File: src/rtl/mem_stage_ctrl.sv
// MEM pipeline stage controller: issues data-memory accesses for loads/stores,
// stalls upstream until the memory answers or times out, and drives MEMWB.
module mem_stage_ctrl #(
  parameter int unsigned TIMEOUT = 15
) (
  input  logic        clk,
  input  logic        rst,
  input  logic        in_valid,
  input  logic        mem_to_reg,
  input  logic        reg_to_mem,
  input  logic        reg_write,
  input  logic [3:0]  reg_rd,
  input  logic [15:0] alu_result,
  input  logic [15:0] store_data,
  output logic        mem_req,
  output logic        mem_we,
  output logic [15:0] mem_addr,
  output logic [15:0] mem_wdata,
  input  logic        mem_ready,
  input  logic [15:0] mem_rdata,
  output logic        mem_stall,
  output logic        wb_valid,
  output logic        wb_reg_write,
  output logic        wb_mem_to_reg,
  output logic [3:0]  wb_reg_rd,
  output logic [15:0] wb_data,
  output logic        mem_err
);

  typedef enum logic [0:0] {
    IDLE   = 1'b0,
    ACCESS = 1'b1
  } state_t;

  localparam logic [3:0] CNT_LAST = 4'(TIMEOUT - 1);

  state_t      state_q, state_d;
  logic [3:0]  cnt_q, cnt_d;
  logic        mem_req_q, mem_req_d;
  logic        mem_we_q, mem_we_d;
  logic [15:0] mem_addr_q, mem_addr_d;
  logic [15:0] mem_wdata_q, mem_wdata_d;
  logic        wb_valid_q, wb_valid_d;
  logic        wb_reg_write_q, wb_reg_write_d;
  logic        wb_mem_to_reg_q, wb_mem_to_reg_d;
  logic [3:0]  wb_reg_rd_q, wb_reg_rd_d;
  logic [15:0] wb_data_q, wb_data_d;
  logic        mem_err_q, mem_err_d;

  logic        memop_s;
  logic        done_s;
  logic        timeout_s;

  // Stall decode; the timeout cycle drops the stall so the faulting op leaves as a bubble.
  always_comb begin
    memop_s   = in_valid & (mem_to_reg | reg_to_mem);
    done_s    = (state_q == ACCESS) & mem_ready;
    timeout_s = (state_q == ACCESS) & ~mem_ready & (cnt_q == CNT_LAST);
    mem_stall = memop_s & ~done_s & ~timeout_s;
  end

  // Next-state and next-output logic.
  always_comb begin
    state_d         = state_q;
    cnt_d           = cnt_q;
    mem_req_d       = mem_req_q;
    mem_we_d        = mem_we_q;
    mem_addr_d      = mem_addr_q;
    mem_wdata_d     = mem_wdata_q;
    wb_valid_d      = wb_valid_q;
    wb_reg_write_d  = wb_reg_write_q;
    wb_mem_to_reg_d = wb_mem_to_reg_q;
    wb_reg_rd_d     = wb_reg_rd_q;
    wb_data_d       = wb_data_q;
    mem_err_d       = mem_err_q;
    case (state_q)
      IDLE: begin
        if (memop_s) begin
          state_d     = ACCESS;
          cnt_d       = 4'd0;
          mem_req_d   = 1'b1;
          mem_we_d    = reg_to_mem & ~mem_to_reg;
          mem_addr_d  = alu_result;
          mem_wdata_d = store_data;
          wb_valid_d  = 1'b0;
        end else begin
          wb_valid_d      = in_valid;
          wb_data_d       = alu_result;
          wb_reg_rd_d     = reg_rd;
          wb_reg_write_d  = reg_write & in_valid;
          wb_mem_to_reg_d = 1'b0;
        end
      end
      ACCESS: begin
        if (mem_ready) begin
          state_d         = IDLE;
          cnt_d           = 4'd0;
          mem_req_d       = 1'b0;
          wb_valid_d      = 1'b1;
          wb_reg_rd_d     = reg_rd;
          wb_reg_write_d  = reg_write & ~mem_we_q;
          wb_mem_to_reg_d = ~mem_we_q;
          wb_data_d       = mem_we_q ? alu_result : mem_rdata;
        end else if (cnt_q == CNT_LAST) begin
          state_d    = IDLE;
          cnt_d      = 4'd0;
          mem_req_d  = 1'b0;
          wb_valid_d = 1'b0;
          mem_err_d  = 1'b1;
        end else begin
          cnt_d      = cnt_q + 4'd1;
          wb_valid_d = 1'b0;
        end
      end
      default: begin
        state_d    = IDLE;
        cnt_d      = 4'd0;
        mem_req_d  = 1'b0;
        wb_valid_d = 1'b0;
      end
    endcase
  end

  // State and output registers.
  always_ff @(posedge clk or posedge rst) begin
    if (rst) begin
      state_q         <= IDLE;
      cnt_q           <= 4'd0;
      mem_req_q       <= 1'b0;
      mem_we_q        <= 1'b0;
      mem_addr_q      <= 16'd0;
      mem_wdata_q     <= 16'd0;
      wb_valid_q      <= 1'b0;
      wb_reg_write_q  <= 1'b0;
      wb_mem_to_reg_q <= 1'b0;
      wb_reg_rd_q     <= 4'd0;
      wb_data_q       <= 16'd0;
      mem_err_q       <= 1'b0;
    end else begin
      state_q         <= state_d;
      cnt_q           <= cnt_d;
      mem_req_q       <= mem_req_d;
      mem_we_q        <= mem_we_d;
      mem_addr_q      <= mem_addr_d;
      mem_wdata_q     <= mem_wdata_d;
      wb_valid_q      <= wb_valid_d;
      wb_reg_write_q  <= wb_reg_write_d;
      wb_mem_to_reg_q <= wb_mem_to_reg_d;
      wb_reg_rd_q     <= wb_reg_rd_d;
      wb_data_q       <= wb_data_d;
      mem_err_q       <= mem_err_d;
    end
  end

  assign mem_req       = mem_req_q;
  assign mem_we        = mem_we_q;
  assign mem_addr      = mem_addr_q;
  assign mem_wdata     = mem_wdata_q;
  assign wb_valid      = wb_valid_q;
  assign wb_reg_write  = wb_reg_write_q;
  assign wb_mem_to_reg = wb_mem_to_reg_q;
  assign wb_reg_rd     = wb_reg_rd_q;
  assign wb_data       = wb_data_q;
  assign mem_err       = mem_err_q;

endmodule
File: config.mk
export PLATFORM = sky130hd
export DESIGN_NAME = mem_stage_ctrl
export DESIGN_NICKNAME = d
export VERILOG_FILES = /design/src/rtl/mem_stage_ctrl.sv
export SDC_FILE = /design/constraint.sdc
export NUM_CORES = 1
export LEC_CHECK = 0
export ABC_AREA = 1
export CAP_MARGIN = 20
export CORE_ASPECT_RATIO = 2
export CORE_MARGIN = 2
export CORE_UTILIZATION = 38
export CTS_CLUSTER_DIAMETER = 100
export DETAILED_ROUTE_END_ITERATION = 16
export GPL_ROUTABILITY_DRIVEN = 0
export GPL_TIMING_DRIVEN = 0
export PLACE_DENSITY = 0.76
export SYNTH_ARGS = -nofsm -noshare
export SYNTH_HDL_FRONTEND = slang
export SYNTH_SLANG_ARGS = --single-unit
export TNS_END_PERCENT = 50
File: constraint.sdc
create_clock -name clk -period 2 [get_ports clk]
set_clock_uncertainty 0.2 [all_clocks]
set_input_delay 0.4 -clock clk [delete_from_list [all_inputs] [get_ports clk]]
set_output_delay 0.4 -clock clk [all_outputs]
set_load 0.01 [all_outputs]
### After elaboration in Yosys (flattened, before gate mapping)

Index checks and enable logic that the tools add are counted.

* flip-flop bits (word level): 63
* input bits: 59
* output and inout port bits: 59

* add/sub/neg operators: 1
* eq/ne operators: 5
* mux-type cells: 28
* bitwise gates (word level): 16
* reduce and logical (&&, ||, !) cells: 4

Operator list (number)
* $mux W16: 3
* $pmux W16 S2: 1
* $mux W4: 5
* $pmux W4 S2: 2
* $mux W1: 12
* $pmux W1 S2: 5
* $and A1 B1 Y1: 9
* $ne A2 B2 Y1 const B: 3
* $not A1 Y1: 6
* $reduce_and A2 Y1: 3
* $add A4 B1 Y4 const B: 1
* $eq A4 B4 Y1 const B: 1
* $ne A3 B2 Y1 const B: 1
* $reduce_and A3 Y1: 1
* $or A1 B1 Y1: 1

### Longest topological paths before layout

Gate-level depths: netlist of the first run.

* depth after elaboration: 5
* mapped depth: 8
* mapped depth without buffers: 7

### Least setup slack after synthesis of the first run

No wires, ideal clock.

* kind: flip-flop to output port
* from: register state_q
* to: output port mem_stall
* arrival time: 1.013 ns
* data required time: 1.400 ns
* path slack: 0.387 ns
* stages on the path, launching flop included: 6
* buffers on the path: 2
* cells stage by stage: dfrtp_1 -> buf_4 -> buf_2 -> nand2_1 -> nand2_1 -> nor2_1

* cells in the longest elaborated chain, start to end: 4

Ends and longest elaborated chain
* start, declared: line 37 `state_t state_q, state_d;`
* start signal, assigned: line 140 `state_q <= state_d;`
* $and A1 B1 Y1 (on tied branches): line 57, 58
* $not A1 Y1 / $and A1 B1 Y1 (equally long branches): line 59, 58
* $and A1 B1 Y1 / $not A1 Y1 (equally long branches): line 59 `mem_stall = memop_s & ~done_s & ~timeout_s;`
* $and A1 B1 Y1 (*): line 59
* end, declared: line 21 `output logic mem_stall,`

Mark *: on every way between the ends. The rest lies on a longest branch, timed or not.

### Worst setup path after layout of the first run

* from: register cnt_q[0]
* to: output port mem_stall

* cells in the longest elaborated chain, start to end: 4

Ends and longest elaborated chain
* start, declared: line 38 `logic [3:0] cnt_q, cnt_d;`
* start signal, assigned: line 141 `cnt_q <= cnt_d;`
* $eq A4 B4 Y1: line 58 `timeout_s = (state_q == ACCESS) & ~mem_ready & (cnt_q == CNT_LAST);`
* $and A1 B1 Y1: line 58
* $not A1 Y1: line 59
* $and A1 B1 Y1: line 59

Every way passes these cells.

==> results of run 1 <==
stage by stage:
step,setup slack [ps],instance area (sq um),instances,hold WS (ps)
floorplan,387,2750,344,295
global placement,-480,4030,551,252
detailed placement,-508,4050,552,254
CTS,-27.3,4410,573,263
global route,-33.5,4470,576,283
finish,34.6,4470,576,255
cell families (layout without fill, tap and decap cells):
| logic type | after synthesis | count (layout) |
|---|---|---|
| adder cells (fa/ha/maj) | 2 | 2 |
| AO/OA/AOI/OAI | 9 | 9 |
| flip-flops | 63 | 63 |
| AND/OR/NAND/NOR | 244 | 244 |
| buffers and inverters | 26 | 168 |
power by group:
| part | internal, W | switching [W] | total [W] |
|---|---|---|---|
| logic | 0.000784 | 0.000695 | 0.00148 |
| registers | 0.00156 | 0.000176 | 0.00174 |
| clock network | 0.00106 | 0.000525 | 0.00159 |
layout make-up:
type	count	area [sq um]
Sequential cell	63	1580
Multi-Input combinational cell	255	1080
Inverter	12	48.8
Clock buffer	13	270
Clock inverter	3	40.0
Fill cell	590	2470
Timing Repair Buffer	127	1250
Tap cell	90	113
Buffer	13	87.6
layer usage:
layer  wire [um]  track usage, %  vias up
met5           0               0        -
met4         263            12.2        0
met3         429            5.51       21
met2        4690            40.6      105
met1        3020            23.0     1279
li1            -               -     1323
layout by cell type (no fill, tap or decap), drive strengths merged:
cell           synthesis  layout
dfrtp                 63      63
or2                    1       1
nand3                 19      19
dlygate4sd2            0       2
clkinvlp               0       1
clkdlybuf4s50          0     113
buf                   13      23
ha                     2       2
dlymetal6s2s           0       1
a21oi                  2       2
nand2                212     212
nand4                  2       2
nor2                  10      10
inv                   12      11
clkinv                 0       2
bufinv                 0       1
o21ai                  7       7
clkbuf                 1      14
worst max path at each step:
| stage | start | end | slack (ps) | depth (start not counted) |
|---|---|---|---|---|
| finish | cnt_q[0] | mem_stall | 30 | 6 |
| CTS | cnt_q[0] | mem_stall | -30 | 6 |
| floorplan | state_q | mem_stall | 390 | 5 |
| global route | cnt_q[0] | mem_stall | -30 | 6 |
| global placement | reg_to_mem | mem_stall | -480 | 6 |
| detailed placement | reg_to_mem | mem_stall | -510 | 6 |
what timing repair did:
action	CTS	global route
endpoints found under the setup margin	1	2
setup buffers	6	3
pin swaps	3	1
hold buffers	0	0
resized for setup	11	11
==> reports/results.txt, run 1 <==
run status -> complete, no violations
Nets -> 542
Max-slew headroom -> 65.2%
Clock Latency Late Sink -> 330 ps
Final Max Slew Viols -> 0
flop2flop setup slack -> 330 ps
CP Class -> reg -> out
vias in the first global route -> 2777
main combinational cell family by area after synthesis -> simple AND/OR/NAND/NOR gates
Root Buffer -> clkbuf_16
n_diodes -> 0
row cnt -> 43
DP HPWL -> 6.06 mm
maxcap violations -> 0
maximum vdd drop -> 0.000677 V
f_max -> 0.509 GHz
Core ar. -> 6940 sq um
synthesis-stage register bit count -> 63
RSZ-0062 raised after global routing -> yes
synthesized-area fraction occupied by adder cells -> 0.912%
reg2reg start -> mem_we
initial DRC count -> 196
Synth warnings -> 0
Lkg Pwr -> 2.26 nW
cells after synthesis -> 344
CP max FO -> 4
initial antenna violation count -> 0
post-route ant nets -> 0
worst-path cell chain -> inv_2 > ha_4 > nand3_4 > nor2_4 > nor2_1 > buf_2
Die X -> 64.1 um
Hold Violations, Final -> 0
Netlist cell types -> 18
CP top delay family -> flip-flops
Slew @ Worst Pin -> 520 ps
CP bufs+invs -> 2
FF-to-FF End -> wb_data[7]
EDFF count, synth -> 0
CP arrival -> 1370 ps
pwr dens -> 1070 nW/um^2
gr usage total -> 22.3%
clock sink count -> 63
pin count of the biggest net entering global routing -> 42
CTS tree -> yes
Critical Path Max Stage Delay -> 430 ps
Tcrit/Tclk final -> 98.3%
Synth Area in Simple Gates -> 35.1%
DRT Wirelength -> 8.41 mm
Mapped Area -> 2740 sq um
shortest period the worst path allows -> 1970 ps
# H-tree levels -> 3
mean routed wirelength per cell -> 14.6 um
layout cells sized above 1 -> 11.7%
post-synth top area cell -> dfrtp_1
Post-synth ARST share -> 100%
port buffer count -> 117
TritonRoute pass-1 iters -> 4
clock-pin slew on the worst setup and hold paths -> 50 ps
sequential share of the synthesized area -> 57.5%
most frequent cell after synthesis -> nand2_1
Startpoint Class -> flop
Starting Density -> 39.5%
num ports -> 118
area grow syn2layout -> 63.1%
slowest CP cell -> dfrtp_2
Synth area leaders -> dfrtp_1 57%, nand2_1 29%, nand3_1 3.5%
drt drc -> 0
Clock Path Buffers -> 2
Overall Power -> 0.00480 W
# setup viols final -> 0
drt via density -> 4.74
share of the synthesized area in the top cell type -> 57.5%
critical path required time -> 1400 ps
Avg Synthesized Cell Area -> 7.97 sq um
Top FF cell, synth -> dfrtp_1
routed via count -> 2728
type of the worst min-delay path -> in -> async
Worst setup EP type -> output port
complex-gate fraction of the synthesized area -> 1.64%
mux share of post-synthesis cell area -> 0%
die height -> 124 um
total negative setup slack -> 0 ps
xor-xnor portion of the synthesized cell area -> 0%
top cells by count, synth -> 210 x nand2_1, 63 x dfrtp_1, 19 x nand3_1
Finished Core Util -> 64.5%
first-pass GRT wire length -> 13.2 mm
syn nets -> 405
die area -> 7950 sq um
CTS Buf Count -> 9
total grt overflow -> 0
worst reg2reg path depth -> 7
Power figures use the tool's default switching activity.
==> run 2: changes to the inputs <==
==> constraint.sdc (replaced) <==
create_clock -name clk -period 2 [get_ports clk]
set_clock_uncertainty 0.2 [all_clocks]
set_input_delay 0.5 -clock clk [delete_from_list [all_inputs] [get_ports clk]]
set_output_delay 0.5 -clock clk [all_outputs]
set_load 0.01 [all_outputs]
==> run 2 against run 1 <==
Effect of this change:
- the flow now finishes with violations (negative setup slack)
- clock-buffer cell count unchanged
- first-iteration DRC count increased by 18%
- via count rose by 1.1%
- cell area rose by 1.9%
- power up 0.84%
==> reports/results.txt, run 2 (synthesis results as in run 1) <==
Lkg Pwr -> 2.32 nW (was 2.26 nW)
Finished Cell Area -> 4560 sq um (was 4470 sq um)
Clk pwr share -> 32.8% (was 33.0%)
sequential power share -> 35.7% (was 36.2%)
mean routed wirelength per cell -> 14.5 um (was 14.6 um)
row cnt -> 43 (unchanged)
internal power -> 0.00343 W (was 0.00340 W)
Critical Path Max Stage Delay -> 410 ps (was 430 ps)
CP top delay family -> flip-flops (unchanged)
Setup WS post-layout -> -4.89 ps (was 34.6 ps)
n_diodes -> 0 (unchanged)
Hold Violations, Final -> 0 (unchanged)
maxcap violations -> 0 (unchanged)
gr usage total -> 23.0% (was 22.3%)
Tcrit/Tclk final -> 100% (was 98.3%)
placed cell area -> 4050 sq um (unchanged)
die area -> 7950 sq um (unchanged)
drt via density -> 4.70 (was 4.74)
CTS Buf Count -> 9 (unchanged)
run status -> complete, but fails checks (was complete, no violations)
f_max -> 0.499 GHz (was 0.509 GHz)
maximum vdd drop -> 0.000691 V (was 0.000677 V)
Slew @ Worst Pin -> 521 ps (was 520 ps)
routed via count -> 2757 (was 2728)
Core ar. -> 6940 sq um (unchanged)
Die X -> 64.1 um (unchanged)
port buffer count -> 117 (unchanged)
type of the worst min-delay path -> reg -> reg (was in -> async)
total grt overflow -> 0 (unchanged)
initial antenna violation count -> 0 (unchanged)
Worst setup EP type -> output port (unchanged)
TritonRoute pass-1 iters -> 4 (unchanged)
initial DRC count -> 232 (was 196)
pwr dens -> 1060 nW/um^2 (was 1070 nW/um^2)
critical path required time -> 1300 ps (was 1400 ps)
most common cell after layout, fill and taps aside -> nand2_1 (unchanged)
combinational power share -> 31.5% (was 30.8%)
# setup viols final -> 1 (was 0)
Switching Share -> 29.2% (was 29.1%)
CP max FO -> 2 (was 4)
CP Class -> reg -> out (unchanged)
Clock Latency Late Sink -> 320 ps (was 330 ps)
DRT Wirelength -> 8.50 mm (was 8.41 mm)
shortest period the worst path allows -> 2000 ps (was 1970 ps)
Switch Pwr -> 0.00141 W (was 0.00140 W)
Nets -> 552 (was 542)
pin count of the biggest net entering global routing -> 42 (unchanged)
first-pass GRT wire length -> 13.6 mm (was 13.2 mm)
Clock Path Buffers -> 2 (unchanged)
clock sink count -> 63 (unchanged)
CP arrival -> 1300 ps (was 1370 ps)
Root Buffer -> clkbuf_16 (unchanged)
area grow syn2layout -> 66.2% (was 63.1%)
most frequent cells in the layout -> 209 x nand2_1, 111 x clkdlybuf4s50_1, 62 x dfrtp_1, 19 x buf_4, 18 x nand3_1 (was 210 x nand2_1, 113 x clkdlybuf4s50_1, 61 x dfrtp_1, 18 x nand3_1, 11 x buf_4)
num ports -> 118 (unchanged)
Startpoint Class -> flop (unchanged)
Max-slew headroom -> 65.2% (about the same)
CP bufs+invs -> 2 (unchanged)
layout cells sized above 1 -> 14.1% (was 11.7%)
DP HPWL -> 6.06 mm (unchanged)
vias in the first global route -> 2871 (was 2777)
DP Worst Slack -> -708 ps (was -508 ps)
drt drc -> 0 (unchanged)
slowest CP cell -> dfrtp_2 (unchanged)
worst-path cell chain -> inv_2 > ha_4 > nand3_4 > nor2_4 > nor2_1 > buf_2 (unchanged)
failing checks -> negative setup slack
# H-tree levels -> 3 (unchanged)
RSZ-0062 raised after global routing -> yes (unchanged)
placed cells -> 552 (unchanged)
clock-pin slew on the worst setup and hold paths -> 50 ps (about the same)
CTS tree -> yes (unchanged)
hold buffer count at cts -> 0 (unchanged)
Final Max Slew Viols -> 0 (unchanged)
Starting Density -> 39.5% (unchanged)
die height -> 124 um (unchanged)
post-route ant nets -> 0 (unchanged)
post-route insts no fill -> 586 (was 576)
-- run 2: cell count changes in the layout (fill, tap and decap cells not counted), sizes merged --
cell | previous run | this run
buf | 23 | 33
clkdlybuf4s50 | 113 | 111
clkbuf | 14 | 16
-- run 2: through the flow --
stage / setup TNS [ps] / total power [W] / hold WS, ps / util [%]
4_1_cts: -0.0488 / 0.00487 / 266 / 65.5
6_report: -4.89 / 0.00484 / 260 / 65.7
5_1_grt: -69.8 / 0.00512 / 283 / 65.7
3_3_place_gp: -14920 / 0.00311 / 252 / 58.1
2_1_floorplan: 0 / 0.00233 / 295 / -
3_5_place_dp: -6310 / 0.00316 / 254 / 58.4
-- run 2: power groups by stage --
stage	combinational [W]	sequential (W)	clock, W
floorplan	0.000475	0.00186	0
global placement	0.00138	0.00174	0
detailed placement	0.00141	0.00175	0
CTS	0.00154	0.00172	0.00161
global route	0.00167	0.00176	0.00169
finish	0.00152	0.00173	0.00159
-- run 2: metal layers --
layer	GRT usage (%)	vias up	routed length [um]
li1	-	1349	-
met1	22.9	1285	3030
met2	42.1	104	4790
met3	5.69	19	414
met4	14.0	0	268
met5	0	-	0
-- run 2: timing repair --
item,4_1_cts,5_1_grt
setup buffers,17,1
setup endpoints to repair,1,5
resized for setup,27,8
pin swaps,6,2
-- run 2: final cells by class --
cell class | instances | area [sq um]
flip-flops and latches | 63 | 1580
repair buffers | 136 | 1320
plain buffers | 14 | 103
inverters | 12 | 51.3
multi-input cells | 255 | 1090
clock buffers | 13 | 270
fillers | 577 | 2380
well taps | 90 | 113
clock inverters | 3 | 40.0
-- run 2: path summary, 6_finish.rpt --
kind | start | endpoint | slack [ps] | cells past startpoint
min in group asynchronous | rst | mem_wdata[12] | 360 | 2
max | cnt_q[0] | mem_stall | -5 | 6
max reg2reg | state_q | wb_data[7] | 200 | 9
max in group asynchronous | rst | wb_reg_rd[3] | 670 | 3
min reg2reg | mem_err | mem_err | 260 | 1
min | mem_err | mem_err | 260 | 1
==> run 3: changes to the inputs <==
- CORE_ASPECT_RATIO: 2 -> 1.2
==> run 3 against run 2 <==
Effect of this change:
- the run still ends with negative setup slack left
- global-route usage down 2.1 points
- sequential cell count unchanged
- setup slack worse by 19 ps
- critical path depth unchanged
- cell count down 2.7%
==> reports/results.txt, run 3 (synthesis results as in run 1) <==
Lkg Pwr -> 2.19 nW (was 2.32 nW)
initial antenna violation count -> 0 (unchanged)
row cnt -> 33 (was 43)
Clock Latency Late Sink -> 330 ps (was 320 ps)
port buffer count -> 117 (unchanged)
Tcrit/Tclk final -> 101% (was 100%)
CTS Buf Count -> 9 (unchanged)
most common cell after layout, fill and taps aside -> nand2_1 (unchanged)
Max-slew headroom -> 64.3% (was 65.2%)
CP bufs+invs -> 2 (unchanged)
placed cells -> 549 (was 552)
type of the worst min-delay path -> reg -> reg (unchanged)
worst-path cell chain -> dlygate4sd2_1 > nor2_2 > nor2_2 > nand2_1 > nor2_1 > buf_2 (was inv_2 > ha_4 > nand3_4 > nor2_4 > nor2_1 > buf_2)
Final Max Slew Viols -> 0 (unchanged)
Critical Path Max Stage Delay -> 290 ps (was 410 ps)
DRT Wirelength -> 7.72 mm (was 8.50 mm)
CP max FO -> 4 (was 2)
clock sink count -> 63 (unchanged)
Finished Core Util -> 63.1% (was 65.7%)
slowest CP cell -> dlygate4sd2_1 (was dfrtp_2)
f_max -> 0.494 GHz (was 0.499 GHz)
wl on met1 -> 3.14 mm (was 3.03 mm)
critical path required time -> 1300 ps (about the same)
area grow syn2layout -> 58.7% (was 66.2%)
Nets -> 540 (was 552)
# setup viols final -> 1 (unchanged)
most frequent cells in the layout -> 210 x nand2_1, 112 x clkdlybuf4s50_1, 61 x dfrtp_1, 18 x nand3_1, 13 x clkbuf_8 (was 209 x nand2_1, 111 x clkdlybuf4s50_1, 62 x dfrtp_1, 19 x buf_4, 18 x nand3_1)
CP Class -> in -> out (was reg -> out)
met3 WL post-DR -> 646 um (was 414 um)
cell mode on critical path -> nor2_2
initial DRC count -> 117 (was 232)
clock-pin slew on the worst setup and hold paths -> 70 ps (was 50 ps)
routed via count -> 2663 (was 2757)
die height -> 97.1 um (was 124 um)
Root Buffer -> clkbuf_8 (was clkbuf_16)
Slew @ Worst Pin -> 534 ps (was 521 ps)
Worst setup EP type -> output port (unchanged)
CTS tree -> yes (unchanged)
top sig layer -> met4 (unchanged)
maximum vdd drop -> 0.000651 V (was 0.000691 V)
RSZ-0062 raised after global routing -> yes (unchanged)
Startpoint Class -> primary input (was flop)
Starting Density -> 39.8% (was 39.5%)
drt via density -> 4.67 (was 4.70)
first-pass GRT wire length -> 12.8 mm (was 13.6 mm)
CP arrival -> 1320 ps (was 1300 ps)
post-route ant nets -> 0 (unchanged)
Die X -> 81.6 um (was 64.1 um)
gr usage total -> 20.9% (was 23.0%)
Hold Violations, Final -> 0 (unchanged)
Core ar. -> 6900 sq um (was 6940 sq um)
drt drc -> 0 (unchanged)
shortest period the worst path allows -> 2020 ps (was 2000 ps)
DR WL met2 -> 3.75 mm (was 4.79 mm)
mean routed wirelength per cell -> 13.5 um (was 14.5 um)
Switching Share -> 30.3% (was 29.2%)
maxcap violations -> 0 (unchanged)
sequential power share -> 39.6% (was 35.7%)
total negative setup slack -> -23.6 ps (was -4.89 ps)
run status -> complete, but fails checks (unchanged)
Fin Hold WS -> 277 ps (was 260 ps)
# H-tree levels -> 3 (unchanged)
vias in the first global route -> 2772 (was 2871)
Clk pwr share -> 26.9% (was 32.8%)
pwr dens -> 999 nW/um^2 (was 1060 nW/um^2)
die area -> 7920 sq um (was 7950 sq um)
TritonRoute pass-1 iters -> 4 (unchanged)
Switch Pwr -> 0.00132 W (was 0.00141 W)
n_diodes -> 0 (unchanged)
layout cells sized above 1 -> 11.2% (was 14.1%)
post-route insts no fill -> 570 (was 586)
Clock Path Buffers -> 2 (unchanged)
internal power -> 0.00303 W (was 0.00343 W)
hold buffer count at cts -> 0 (unchanged)
DP HPWL -> 5.55 mm (was 6.06 mm)
failing checks -> negative setup slack (unchanged)
total grt overflow -> 0 (unchanged)
combinational power share -> 33.4% (was 31.5%)
CP top delay family -> buffers and inverters (was flip-flops)
num ports -> 118 (unchanged)
pin count of the biggest net entering global routing -> 42 (unchanged)
Setup WS post-layout -> -23.6 ps (was -4.89 ps)
==> run 3: through the flow <==
| step | power [W] | setup WS, ps | area, sq um |
|---|---|---|---|
| after floorplan | 0.00233 | 287 | 2750 |
| after detailed placement | 0.00315 | -703 | 4050 |
| final | 0.00435 | -23.6 | 4350 |
| after CTS | 0.00439 | -32.4 | 4340 |
| after global placement | 0.00311 | -658 | 4030 |
| after global routing | 0.00463 | -78.2 | 4350 |
==> run 3: path summary, 6_finish.rpt <==
check / endpoint / slack, ps / cells after the start / startpoint
min: mem_req / 280 / 2 / mem_req
max in group asynchronous: mem_addr[2] / 660 / 3 / rst
min reg2reg: mem_req / 280 / 2 / mem_req
min in group asynchronous: mem_wdata[6] / 360 / 2 / rst
max: mem_stall / -20 / 6 / reg_to_mem
max reg2reg: wb_data[10] / 360 / 8 / state_q
==> run 3: tightest hold or removal path, delay by kind of cell (launching register included) <==
kind,cells,cell delay [ps]
simple gates,2,100
flops,1,340
==> run 3: cell type report <==
type                    instances  area [sq um]
plain buffers                  13          91.3
inverters                      12          48.8
flip-flops and latches         63          1580
fillers                       615          2540
multi-input cells             255          1070
clock inverters                 2          37.5
clock buffers                  13           179
repair buffers                125          1230
well taps                      87           109
==> run 3: power groups by stage <==
stage | Sequential [W] | Combinational [W] | Clock, W
6_report | 0.00172 | 0.00145 | 0.00117
2_1_floorplan | 0.00186 | 0.000475 | 0
4_1_cts | 0.00172 | 0.00147 | 0.00120
3_5_place_dp | 0.00174 | 0.00141 | 0
5_1_grt | 0.00176 | 0.00161 | 0.00126
3_3_place_gp | 0.00173 | 0.00137 | 0
==> run 3: per-layer routing <==
layer | vias to the layer above | track usage [%]
met2 | 107 | 34.6
met5 | - | 0
met1 | 1218 | 25.6
met3 | 15 | 4.74
li1 | 1323 | -
met4 | 0 | 9.00
==> run 3: what timing repair did <==
action,CTS,global route
setup buffers,7,0
resized for setup,19,3
endpoints found under the setup margin,1,1
pin swaps,3,1
